[config.mk]
export PLATFORM = sky130hd
export DESIGN_NAME = spdif_encoder
export DESIGN_NICKNAME = d
export VERILOG_FILES = /design/src/rtl/toi2s_pkg.sv /design/src/rtl/spdif_bmc_enc.sv /design/src/rtl/spdif_encoder.sv
export SDC_FILE = /design/constraint.sdc
export NUM_CORES = 1
export LEC_CHECK = 0
export CORE_ASPECT_RATIO = 1.4
export CORE_MARGIN = 3
export CORE_UTILIZATION = 50
export CTS_BUF_LIST = sky130_fd_sc_hd__clkbuf_8 sky130_fd_sc_hd__clkbuf_16
export DETAILED_ROUTE_END_ITERATION = 16
export PLACE_DENSITY_LB_ADDON = 0.1
export SYNTH_ARGS = -nofsm -noshare
export SYNTH_HDL_FRONTEND = slang
export SYNTH_HIERARCHICAL = 1
export SYNTH_SLANG_ARGS = --single-unit
export TNS_END_PERCENT = 50
[constraint.sdc]
create_clock -name clk_in -period 3.2 [get_ports clk_in]
set_input_delay 0.48 -clock clk_in [delete_from_list [all_inputs] [get_ports clk_in]]
set_output_delay 0.48 -clock clk_in [all_outputs]
set_load 0.02 [all_outputs]
[src/rtl/toi2s_pkg.sv]
// Shared S/PDIF framing constants and the slot classification used by the encoder.
package toi2s_pkg;

  localparam int unsigned AUDIO_W   = 24;
  localparam int unsigned BLOCK_LEN = 192;
  localparam int unsigned SLOT_CNT  = 32;

  // Preamble half-cell patterns, first half-cell in bit 7.
  localparam logic [7:0] PRE_B = 8'b1110_1000;
  localparam logic [7:0] PRE_M = 8'b1110_0010;
  localparam logic [7:0] PRE_W = 8'b1110_0100;

  typedef enum logic [2:0] {
    SLOT_PRE,
    SLOT_AUDIO,
    SLOT_VALID,
    SLOT_USER,
    SLOT_CHAN,
    SLOT_PARITY
  } slot_kind_e;

  function automatic slot_kind_e slot_kind(input logic [4:0] slot);
    slot_kind_e k;
    if (slot < 5'd4) begin
      k = SLOT_PRE;
    end else if (slot < 5'd28) begin
      k = SLOT_AUDIO;
    end else begin
      case (slot)
        5'd28:   k = SLOT_VALID;
        5'd29:   k = SLOT_USER;
        5'd30:   k = SLOT_CHAN;
        default: k = SLOT_PARITY;
      endcase
    end
    return k;
  endfunction

endpackage

[src/rtl/spdif_bmc_enc.sv]
// Biphase-mark line driver: preamble half-cells pass through, data cells toggle at start and mid-cell for a 1.
module spdif_bmc_enc (
  input  logic clk_in,
  input  logic resetb,
  input  logic clear,
  input  logic tick,
  input  logic is_pre,
  input  logic pre_level,
  input  logic cell_bit,
  input  logic second_half,
  input  logic sub_end,
  output logic tx,
  output logic last_level
);

  logic tx_next;

  always_comb begin
    tx_next = tx;
    if (is_pre) begin
      tx_next = pre_level;
    end else if (!second_half || cell_bit) begin
      tx_next = ~tx;
    end
  end

  always_ff @(posedge clk_in or negedge resetb) begin
    if (!resetb) begin
      tx         <= 1'b0;
      last_level <= 1'b0;
    end else if (clear) begin
      tx         <= 1'b0;
      last_level <= 1'b0;
    end else if (tick) begin
      tx <= tx_next;
      if (sub_end) begin
        last_level <= tx_next;
      end
    end
  end

endmodule

[src/rtl/spdif_encoder.sv]
// S/PDIF transmitter: tick divider, subframe/frame/block counters, one-pair holding register and slot mux.
module spdif_encoder
  import toi2s_pkg::*;
#(
  parameter int unsigned SAMPLE_W = AUDIO_W
) (
  input  logic                clk_in,
  input  logic                resetb,
  input  logic                ena,
  input  logic [7:0]          div_in,
  input  logic [SAMPLE_W-1:0] sample_l,
  input  logic [SAMPLE_W-1:0] sample_r,
  input  logic                sample_valid,
  output logic                sample_ready,
  input  logic [31:0]         cs_word,
  output logic                tx_out,
  output logic                frame_start,
  output logic                underrun
);

  localparam int unsigned HC_W       = $clog2(2 * SLOT_CNT);
  localparam logic [7:0]  LAST_FRAME = 8'(BLOCK_LEN - 1);

  logic [7:0]          tick_cnt;
  logic [7:0]          div_q;
  logic [7:0]          div_lim;
  logic                tick;
  logic [HC_W-1:0]     hc;
  logic                sub;
  logic [7:0]          frame;
  logic                frame_head;
  logic                full;
  logic [SAMPLE_W-1:0] hold_l, hold_r;
  logic [SAMPLE_W-1:0] cur_l, cur_r;
  logic                cur_v;
  logic [4:0]          slot;
  logic [4:0]          bit_idx;
  slot_kind_e          kind;
  logic [SAMPLE_W-1:0] samp;
  logic                c_bit;
  logic                parity;
  logic                cell_bit;
  logic [7:0]          pre_pat;
  logic                pre_bit;
  logic                last_level;

  // div_in is sampled live on the first cycle of each period and held for the rest of it,
  // so a change lands on the next wrap and the first period after reset/enable uses the live value.
  always_comb begin
    div_lim = (tick_cnt == '0) ? div_in : div_q;
    tick    = ena && (tick_cnt == div_lim);
  end

  always_ff @(posedge clk_in or negedge resetb) begin
    if (!resetb) begin
      tick_cnt <= '0;
      div_q    <= '0;
    end else if (!ena) begin
      tick_cnt <= '0;
      div_q    <= div_in;
    end else begin
      div_q    <= div_lim;
      tick_cnt <= tick ? '0 : tick_cnt + 8'd1;
    end
  end

  assign frame_head = (hc == '0) && !sub;

  always_ff @(posedge clk_in or negedge resetb) begin
    if (!resetb) begin
      hc    <= '0;
      sub   <= 1'b0;
      frame <= '0;
    end else if (!ena) begin
      hc    <= '0;
      sub   <= 1'b0;
      frame <= '0;
    end else if (tick) begin
      hc <= hc + 1'b1;
      if (hc == '1) begin
        sub <= ~sub;
        if (sub) begin
          frame <= (frame == LAST_FRAME) ? '0 : frame + 8'd1;
        end
      end
    end
  end

  always_ff @(posedge clk_in or negedge resetb) begin
    if (!resetb) begin
      frame_start <= 1'b0;
      underrun    <= 1'b0;
    end else begin
      frame_start <= tick && frame_head;
      underrun    <= tick && frame_head && !full;
    end
  end

  // A transfer needs an empty register and the frame-head move needs a full one, so they never collide.
  always_ff @(posedge clk_in or negedge resetb) begin
    if (!resetb) begin
      full   <= 1'b0;
      hold_l <= '0;
      hold_r <= '0;
      cur_l  <= '0;
      cur_r  <= '0;
      cur_v  <= 1'b0;
    end else if (!ena) begin
      full   <= 1'b0;
      cur_l  <= '0;
      cur_r  <= '0;
      cur_v  <= 1'b0;
    end else begin
      if (sample_valid && !full) begin
        hold_l <= sample_l;
        hold_r <= sample_r;
        full   <= 1'b1;
      end else if (tick && frame_head && full) begin
        full <= 1'b0;
      end
      if (tick && frame_head) begin
        cur_l <= full ? hold_l : '0;
        cur_r <= full ? hold_r : '0;
        cur_v <= !full;
      end
    end
  end

  assign sample_ready = !full;

  always_comb begin
    slot     = hc[HC_W-1:1];
    bit_idx  = slot - 5'd4;
    kind     = slot_kind(slot);
    samp     = sub ? cur_r : cur_l;
    c_bit    = (frame < 8'd32) ? cs_word[frame[4:0]] : 1'b0;
    parity   = (^samp) ^ cur_v ^ c_bit;
    cell_bit = 1'b0;
    case (kind)
      SLOT_AUDIO:  cell_bit = samp[bit_idx];
      SLOT_VALID:  cell_bit = cur_v;
      SLOT_USER:   cell_bit = 1'b0;
      SLOT_CHAN:   cell_bit = c_bit;
      SLOT_PARITY: cell_bit = parity;
      default:     cell_bit = 1'b0;
    endcase
    pre_pat = sub ? PRE_W : ((frame == '0) ? PRE_B : PRE_M);
    pre_bit = pre_pat[3'd7 - hc[2:0]];
  end

  spdif_bmc_enc u_bmc (
    .clk_in      (clk_in),
    .resetb      (resetb),
    .clear       (!ena),
    .tick        (tick),
    .is_pre      (kind == SLOT_PRE),
    .pre_level   (pre_bit ^ last_level),
    .cell_bit    (cell_bit),
    .second_half (hc[0]),
    .sub_end     (hc == '1),
    .tx          (tx_out),
    .last_level  (last_level)
  );

endmodule

==> metrics.txt, run 1 <==
DP Cell Count=between 800 and 900; share of total power in combinational logic=around 11%; biggest fanout along the worst timing path=48; clock transition at the registers of the reported paths=around 60 ps; share of the clock period used by the worst path after layout=between 90% and 100%; residual DRC count=0; Min-Delay Path Depth=1; Cell Rows=49; core area=approximately 13,000 um^2; setup slack on the worst flop-to-flop path=190 ps; proportion of synthesized area in mux cells=roughly 18%; synth-to-layout area growth=27.7%; number of max-slew violations in the final report=0; initial drt markers=approximately 220; dominant register cell in the synthesized netlist=sky130_fd_sc_hd__dfrtp_1; worst max-slew margin expressed relative to the limit=between 50 and 60%; clock tree from TritonCTS=yes; routed metal-1 wire length=between 6 and 7 mm; setup clock skew after layout=about 6 ps; number of setup buffers added after CTS=0; setup slack after placement=between 100 and 150 ps; Synthesis Warnings=6; Fin Hold WS=around 480 ps; I/O pin count=96; crit-path leading delay family=simple AND/OR/NAND/NOR gates; standard cell with the maximum stage delay on the critical path=sky130_fd_sc_hd__dfrtp_1; clock latency at the later pin of the worst-skew pair=~420 ps; leakage power figure=3.78 nW; Antenna Cells=0; maxcap violations=0; number of synthesized register bits=~130; worst-case vdd ir drop=around 0.43 mV; part of the power in registers=between 40 and 50%; number of vias per cell=5.63; Detailed Route WL=between 15 and 20 mm; total die area=~15,000 um^2; result of the run=complete, no violations; count of fill cells added during filler insertion=967; total nets after synthesis=655; via total after detailed routing=approximately 4,800; share of the yosys chip area belonging to registers=49.4%; reg2reg end=cur_l[14]$_DFFE_PN0P_; net switching power=about 0.001 W; element type at the critical path start=flop; Arr. time, crit path=~3300 ps; area taken by flip-flops and latches=~3300 um^2; Clock Root Buffer=sky130_fd_sc_hd__clkbuf_16; Critical Path Sink Type=flop; Buf/Inv on CP=4; largest stage delay on the critical path=roughly 350 ps; number of synthesized flops with an enable pin=0; antenna viol nets, final=0; DIE HEIGHT=~140 um; pin count of the biggest net entering global routing=between 60 and 70; shortest period the worst path allows=about 3000 ps; xor and xnor area share after synthesis=slightly above 7%; H-tree levels=4; number of detailed-route iterations in the first pass=6; Final WS setup=between 150 and 200 ps; main combinational cell family by area after synthesis=multiplexers; startpoint of the worst hold path=hold_r[15]$_DFFE_PN0P_; Routability Congestion=approximately 0.85; instance count of the mapped netlist=about 560; post-synthesis compound-gate area fraction=between 10% and 20%; antenna violations before repair=0; count of non-filler cells in the finished layout=between 800 and 900; Crit Reg-Reg Startpoint=tick_cnt[1]$_DFF_PN0_; syn avg cell area=between 10 and 15 um^2; multi-input combinational cell area=~3200 um^2; classification of the worst setup path=reg -> reg; overall power after layout=roughly 0.0043 W; Synth Area in Adders=1.49%; Bufs on Longest Clock Path=2; total power per unit cell area=~500 nW/um^2; worst min-delay path endpoint=cur_r[15]$_DFFE_PN0P_; transition time at the pin with the least slew margin=around 730 ps; R2R depth=13; met2 routed WL=roughly 8.5 mm; global-route congestion overflow total=0; cell chain of the critical path=inv_1 -> ha_1 -> nor3b_2 -> buf_4 -> and3_1 -> a211o_1 -> a221oi_1 -> nand4_1 -> buf_12 -> nor2_1 -> nor2_2 -> buf_12 -> a22o_1; TritonCTS buffer count=17; count of buffers inserted at the top-level ports=95; final core utilization=66.2%; global-route wire length before repair=24.7 mm; design internal power=between 0.003 and 0.004 W; CP Data Required Time=roughly 3500 ps; most numerous cell on the critical path=sky130_fd_sc_hd__buf_12; Async S/R FF share, synth=100%; net count reported at finish=755; Final setup violation count=0; number of global-route vias before repair=4,981; Met3 Wirelength=487 um; number of sinks driven by the clock tree=roughly 130; starting density of the core=51.8%; final hold violations=0; WL/cell=roughly 18 um; clock share of power=43.8%; post-synth cell types=57; GRT Overall Usage=approximately a fifth; simple-gate share of the synthesized area=~8.5%; net switching share of the total power=22.7%; Die Wd=between 100 and 150 um; sum of net half-perimeters after detailed placement=roughly 11 mm; top sig layer=met4; post-synthesis instance area=just under 7000 um^2; fraction of layout cells with a size suffix above 1=a little over a fifth; kind of path behind the tightest hold check=reg -> reg; achievable frequency=332 MHz
[sequential cells by signal, indices dropped and copies added (netlist names)]
register and flops:
cur_r 24, u_bmc/last_level 1, frame 8, div_q 8, tick_cnt 8, underrun 1, hc 6, hold_r 24
sub 1, frame_start 1, cur_l 24, full 1, cur_v 1, u_bmc/tx 1, hold_l 24
[logic make-up after synthesis]
kind of cell	Yosys count
xor+xnor	53
simple gates	111
mux	92
fa+ha+maj	8
buf+inv	55
flops	133
compound gates	103
[placed cells by master, fill, tap and decap left out, drive strengths merged, types with 2 or more instances in the layout]
master         count
bufinv             2
clkdlybuf4s50     94
and3              11
clkinvlp           3
mux2              54
nor2              37
a311oi             3
a211o              3
inv               19
o21ai             13
nor3               6
nand3             13
or3                3
a21oi             18
nor4               9
xnor2             33
mux2i             18
a221oi             2
xor2              19
clkinv             5
clkbuf            21
a21boi             2
a22o              48
dfrtp            133
mux4              20
nand2             19
a211oi             2
or2                2
buf               22
ha                 8
o221ai             3
[what timing repair did]
| action | 4_1_cts | 5_1_grt |
|---|---|---|
| hold buffers | 1 | 0 |
| gates resized for setup | 0 | 5 |
| setup endpoints to repair | 0 | 50 |
| endpoints found under the hold margin | 22 | 0 |
[worst max-delay path by stage]
stage,endpoint,depth (start not counted),startpoint
floorplan,u_bmc/tx$_DFFE_PN0P_,10,sub$_DFFE_PN0P_
global placement,u_bmc/tx$_DFFE_PN0P_,12,cs_word[1]
detailed placement,u_bmc/tx$_DFFE_PN0P_,12,cs_word[7]
CTS,u_bmc/tx$_DFFE_PN0P_,10,frame[0]$_DFFE_PN0P_
global route,cur_l[7]$_DFFE_PN0P_,13,tick_cnt[1]$_DFF_PN0_
finish,cur_l[14]$_DFFE_PN0P_,13,tick_cnt[1]$_DFF_PN0_
[cell usage after synthesis (all sizes together) (2+ instances only)]
cell type  number  area [um^2]
clkbuf         17         63.8
a21oi          18         93.8
a211oi          2         15.0
o221ai          3         26.3
inv            17         63.8
a21boi          2         15.0
nand3          13         65.1
or2             2         12.5
mux4           20          450
a311oi          3         38.8
and3           11         68.8
nor2           37          139
nor4            9         62.6
dfrtp         133         3330
a211o           3         26.3
nor3            6         41.3
xnor2          33          289
a221oi          2         17.5
o21ai          13         65.1
xor2           19          166
nand2          19         71.3
or3             3         18.8
ha              8          100
mux2i          18          180
buf            20         96.3
mux2           54          608
a22o           48          420
[area by class of cell]
cell class                 count  area share, %
timing repair buffer         118           13.9
clock buffer                  20           5.43
inverter                      18          0.786
clock inverter                11           1.28
multi-input combinational    367           37.3
tap                          178           2.59
sequential                   133           38.7
[stage by stage]
stage / cell area, um^2 / setup TNS, ps
after global placement: 7980 / 0
after CTS: 8570 / 0
after global routing: 8600 / -7.01
after floorplan: 6740 / 0
after detailed placement: 7980 / 0
final: 8600 / 0
[power groups by stage]
stage,Clock (W),Combinational [W],Sequential (W)
final,0.00189,0.000489,0.00194
after CTS,0.00193,0.000495,0.00194
after global placement,0,0.000475,0.00196
after detailed placement,0,0.000492,0.00197
after global routing,0.00200,0.000538,0.00196
after floorplan,0,0.000275,0.00193
[worst reg2reg max path, stage by stage (launching register included)]
cell,delay (ps)
sky130_fd_sc_hd__dfrtp_1,350
sky130_fd_sc_hd__inv_1,60
sky130_fd_sc_hd__ha_1,200
sky130_fd_sc_hd__nor3b_2,170
sky130_fd_sc_hd__buf_4,160
sky130_fd_sc_hd__and3_1,190
sky130_fd_sc_hd__a211o_1,270
sky130_fd_sc_hd__a221oi_1,300
sky130_fd_sc_hd__nand4_1,230
sky130_fd_sc_hd__buf_12,220
sky130_fd_sc_hd__nor2_1,190
sky130_fd_sc_hd__nor2_2,70
sky130_fd_sc_hd__buf_12,200
sky130_fd_sc_hd__a22o_1,280
[per-layer routing]
| metal | vias to the layer above | global-route usage (%) |
|---|---|---|
| met4 | 0 | 8.12 |
| met1 | 2412 | 23.1 |
| met5 | - | 0 |
| met3 | 16 | 4.40 |
| met2 | 94 | 39.1 |
| li1 | 2235 | - |
No activity file was read; power rests on OpenSTA's default activity.
==> inputs of run 2 (changes only) <==
--- a/config.mk
+++ b/config.mk
@@ -11,6 +11,7 @@
 export CTS_BUF_LIST = sky130_fd_sc_hd__clkbuf_8 sky130_fd_sc_hd__clkbuf_16
 export DETAILED_ROUTE_END_ITERATION = 16
 export PLACE_DENSITY_LB_ADDON = 0.1
+export RECOVER_POWER = 100
 export SYNTH_ARGS = -nofsm -noshare
 export SYNTH_HDL_FRONTEND = slang
 export SYNTH_HIERARCHICAL = 1
==> metrics.txt, run 2 (synthesis results as in run 1) <==
result of the run=complete, no violations; via total after detailed routing=4,747; starting density of the core=51.8%; TritonCTS buffer count=17; worst-case vdd ir drop=0.427 mV; H-tree levels=4; synth-to-layout area growth=27.4%; largest stage delay on the critical path=450 ps; achievable frequency=around 330 MHz; sum of net half-perimeters after detailed placement=about 11 mm; Final WS setup=between 150 and 200 ps; count of buffers inserted at the top-level ports=95; Die Wd=104 um; kind of path behind the tightest hold check=reg -> reg; Antenna Cells=0; classification of the worst setup path=reg -> reg; final hold violations=0; number of vias per cell=between 5 and 6; crit-path leading delay family=compound AO/OA/AOI/OAI gates; setup slack on the worst flop-to-flop path=200 ps; Final setup violation count=0; worst max-slew margin expressed relative to the limit=8.70%; global-route track usage on met1=23.1%; Clock Root Buffer=sky130_fd_sc_hd__clkbuf_16; total die area=14,900 um^2; number of sinks driven by the clock tree=between 100 and 150; Cell Rows=between 40 and 50; overall power after layout=0.00431 W; I/O pin count=96; most used routing layer in global routing=met2; standard cell with the maximum stage delay on the critical path=sky130_fd_sc_hd__xnor3_1; antenna viol nets, final=0; WL/cell=around 18 um; pin count of the biggest net entering global routing=68; initial drt markers=between 150 and 200; Bufs on Longest Clock Path=2; global routing met2 resource utilization=between 30% and 40%; number of max-slew violations in the final report=0; net count reported at finish=755; fraction of layout cells with a size suffix above 1=21.0%; clock latency at the later pin of the worst-skew pair=around 420 ps; Arr. time, crit path=around 3300 ps; met3 track demand over resource=about 4.4%; setup clock skew after layout=roughly 5.8 ps; element type at the critical path start=flop; Critical Path Sink Type=flop; number of global-route vias before repair=4,981; multi-input combinational cell area=~3200 um^2; shortest period the worst path allows=about 3000 ps; commonest non-fill, non-tap cells in the layout=sky130_fd_sc_hd__dfrtp_1 (132), sky130_fd_sc_hd__clkdlybuf4s50_1 (94), sky130_fd_sc_hd__mux2_2 (54); residual DRC count=0; setup slack after placement=~100 ps; leakage power figure=around 3.8 nW; maxcap violations=0; cell chain of the critical path=inv_2 -> buf_4 -> nor2_1 -> a21oi_1 -> xnor2_1 -> xnor3_1 -> xnor2_1 -> a221o_1 -> and4bb_1 -> a21oi_2 -> a311oi_2; area taken by flip-flops and latches=3330 um^2; Routability Congestion=around 0.85; biggest fanout along the worst timing path=19; transition time at the pin with the least slew margin=~1400 ps; CP Data Required Time=~3500 ps; number of detailed-route iterations in the first pass=4; Fin Hold WS=about 480 ps; commonest non-fill, non-tap cell in the layout=sky130_fd_sc_hd__dfrtp_1; global-route congestion overflow total=0; share of the clock period used by the worst path after layout=93.8%; count of fill cells added during filler insertion=966; DIE HEIGHT=143 um; clock transition at the registers of the reported paths=50 ps; total power per unit cell area=between 500 and 600 nW/um^2; core area=roughly 13,000 um^2; clock tree from TritonCTS=yes; global-route wire length before repair=24.7 mm; antenna violations before repair=0; Buf/Inv on CP=2; most numerous cell on the critical path=sky130_fd_sc_hd__xnor2_1; GRT Overall Usage=around a fifth; Detailed Route WL=around 15 mm
run 2: changes by cell type in the layout (fill, tap and decap cells not counted), sizes merged:
cell	change
clkbuf	+3
buf	-3
run 2: worst register-to-register path, stage by stage, from the launching register on:
cell	delay, ps
sky130_fd_sc_hd__dfrtp_1	400
sky130_fd_sc_hd__inv_2	290
sky130_fd_sc_hd__buf_4	260
sky130_fd_sc_hd__nor2_1	60
sky130_fd_sc_hd__a21oi_1	230
sky130_fd_sc_hd__xnor2_1	160
sky130_fd_sc_hd__xnor3_1	450
sky130_fd_sc_hd__xnor2_1	140
sky130_fd_sc_hd__a221o_1	350
sky130_fd_sc_hd__and4bb_1	270
sky130_fd_sc_hd__a21oi_2	60
sky130_fd_sc_hd__a311oi_2	240
run 2: through the flow:
step                cell area, um^2  TNS [ps]  instances  util (%)
floorplan                      6740         0        555         -
global placement               7980         0        812      61.4
detailed placement             7980         0        812      61.4
CTS                            8570         0        844      65.9
global route                   8580     -7.01        845      66.0
finish                         8580         0        845      66.0
run 2: repair_timing:
item,in CTS,in global routing
setup endpoints to repair,0,50
setup buffers,0,0
gates resized for setup,0,5
hold buffers,1,0
endpoints found under the hold margin,22,0
run 2: layout make-up:
| cell class | count | area share, % |
|---|---|---|
| Inverter | 18 | 0.788 |
| Sequential cell | 133 | 38.8 |
| Clock inverter | 11 | 1.28 |
| Tap cell | 178 | 2.60 |
| Timing Repair Buffer | 118 | 13.7 |
| Multi-Input combinational cell | 367 | 37.4 |
| Clock buffer | 20 | 5.44 |
run 2: per-layer routing:
layer  vias to the layer above  share of wire (%)
li1                       2234                  -
met5                         -                  0
met2                       111                 56
met4                         0                1.4
met3                        18                3.3
met1                      2384                 39
run 2: report_power, final:
part           switching (W)  leakage [nW]  internal, W
Combinational       0.000189          1.75     0.000296
Clock               0.000694         0.286      0.00119
Sequential         0.0000931          1.73      0.00184
Total               0.000976          3.77      0.00333
run 2: final timing paths:
kind | cells past startpoint | start | to
max | 11 | sub$_DFFE_PN0P_ | u_bmc/tx$_DFFE_PN0P_
max in group asynchronous | 3 | resetb | hold_l[21]$_DFFE_PN0P_
min reg2reg | 1 | hold_r[15]$_DFFE_PN0P_ | cur_r[15]$_DFFE_PN0P_
min | 1 | hold_r[15]$_DFFE_PN0P_ | cur_r[15]$_DFFE_PN0P_
min in group asynchronous | 2 | resetb | cur_l[6]$_DFFE_PN0P_
max reg2reg | 11 | sub$_DFFE_PN0P_ | u_bmc/tx$_DFFE_PN0P_
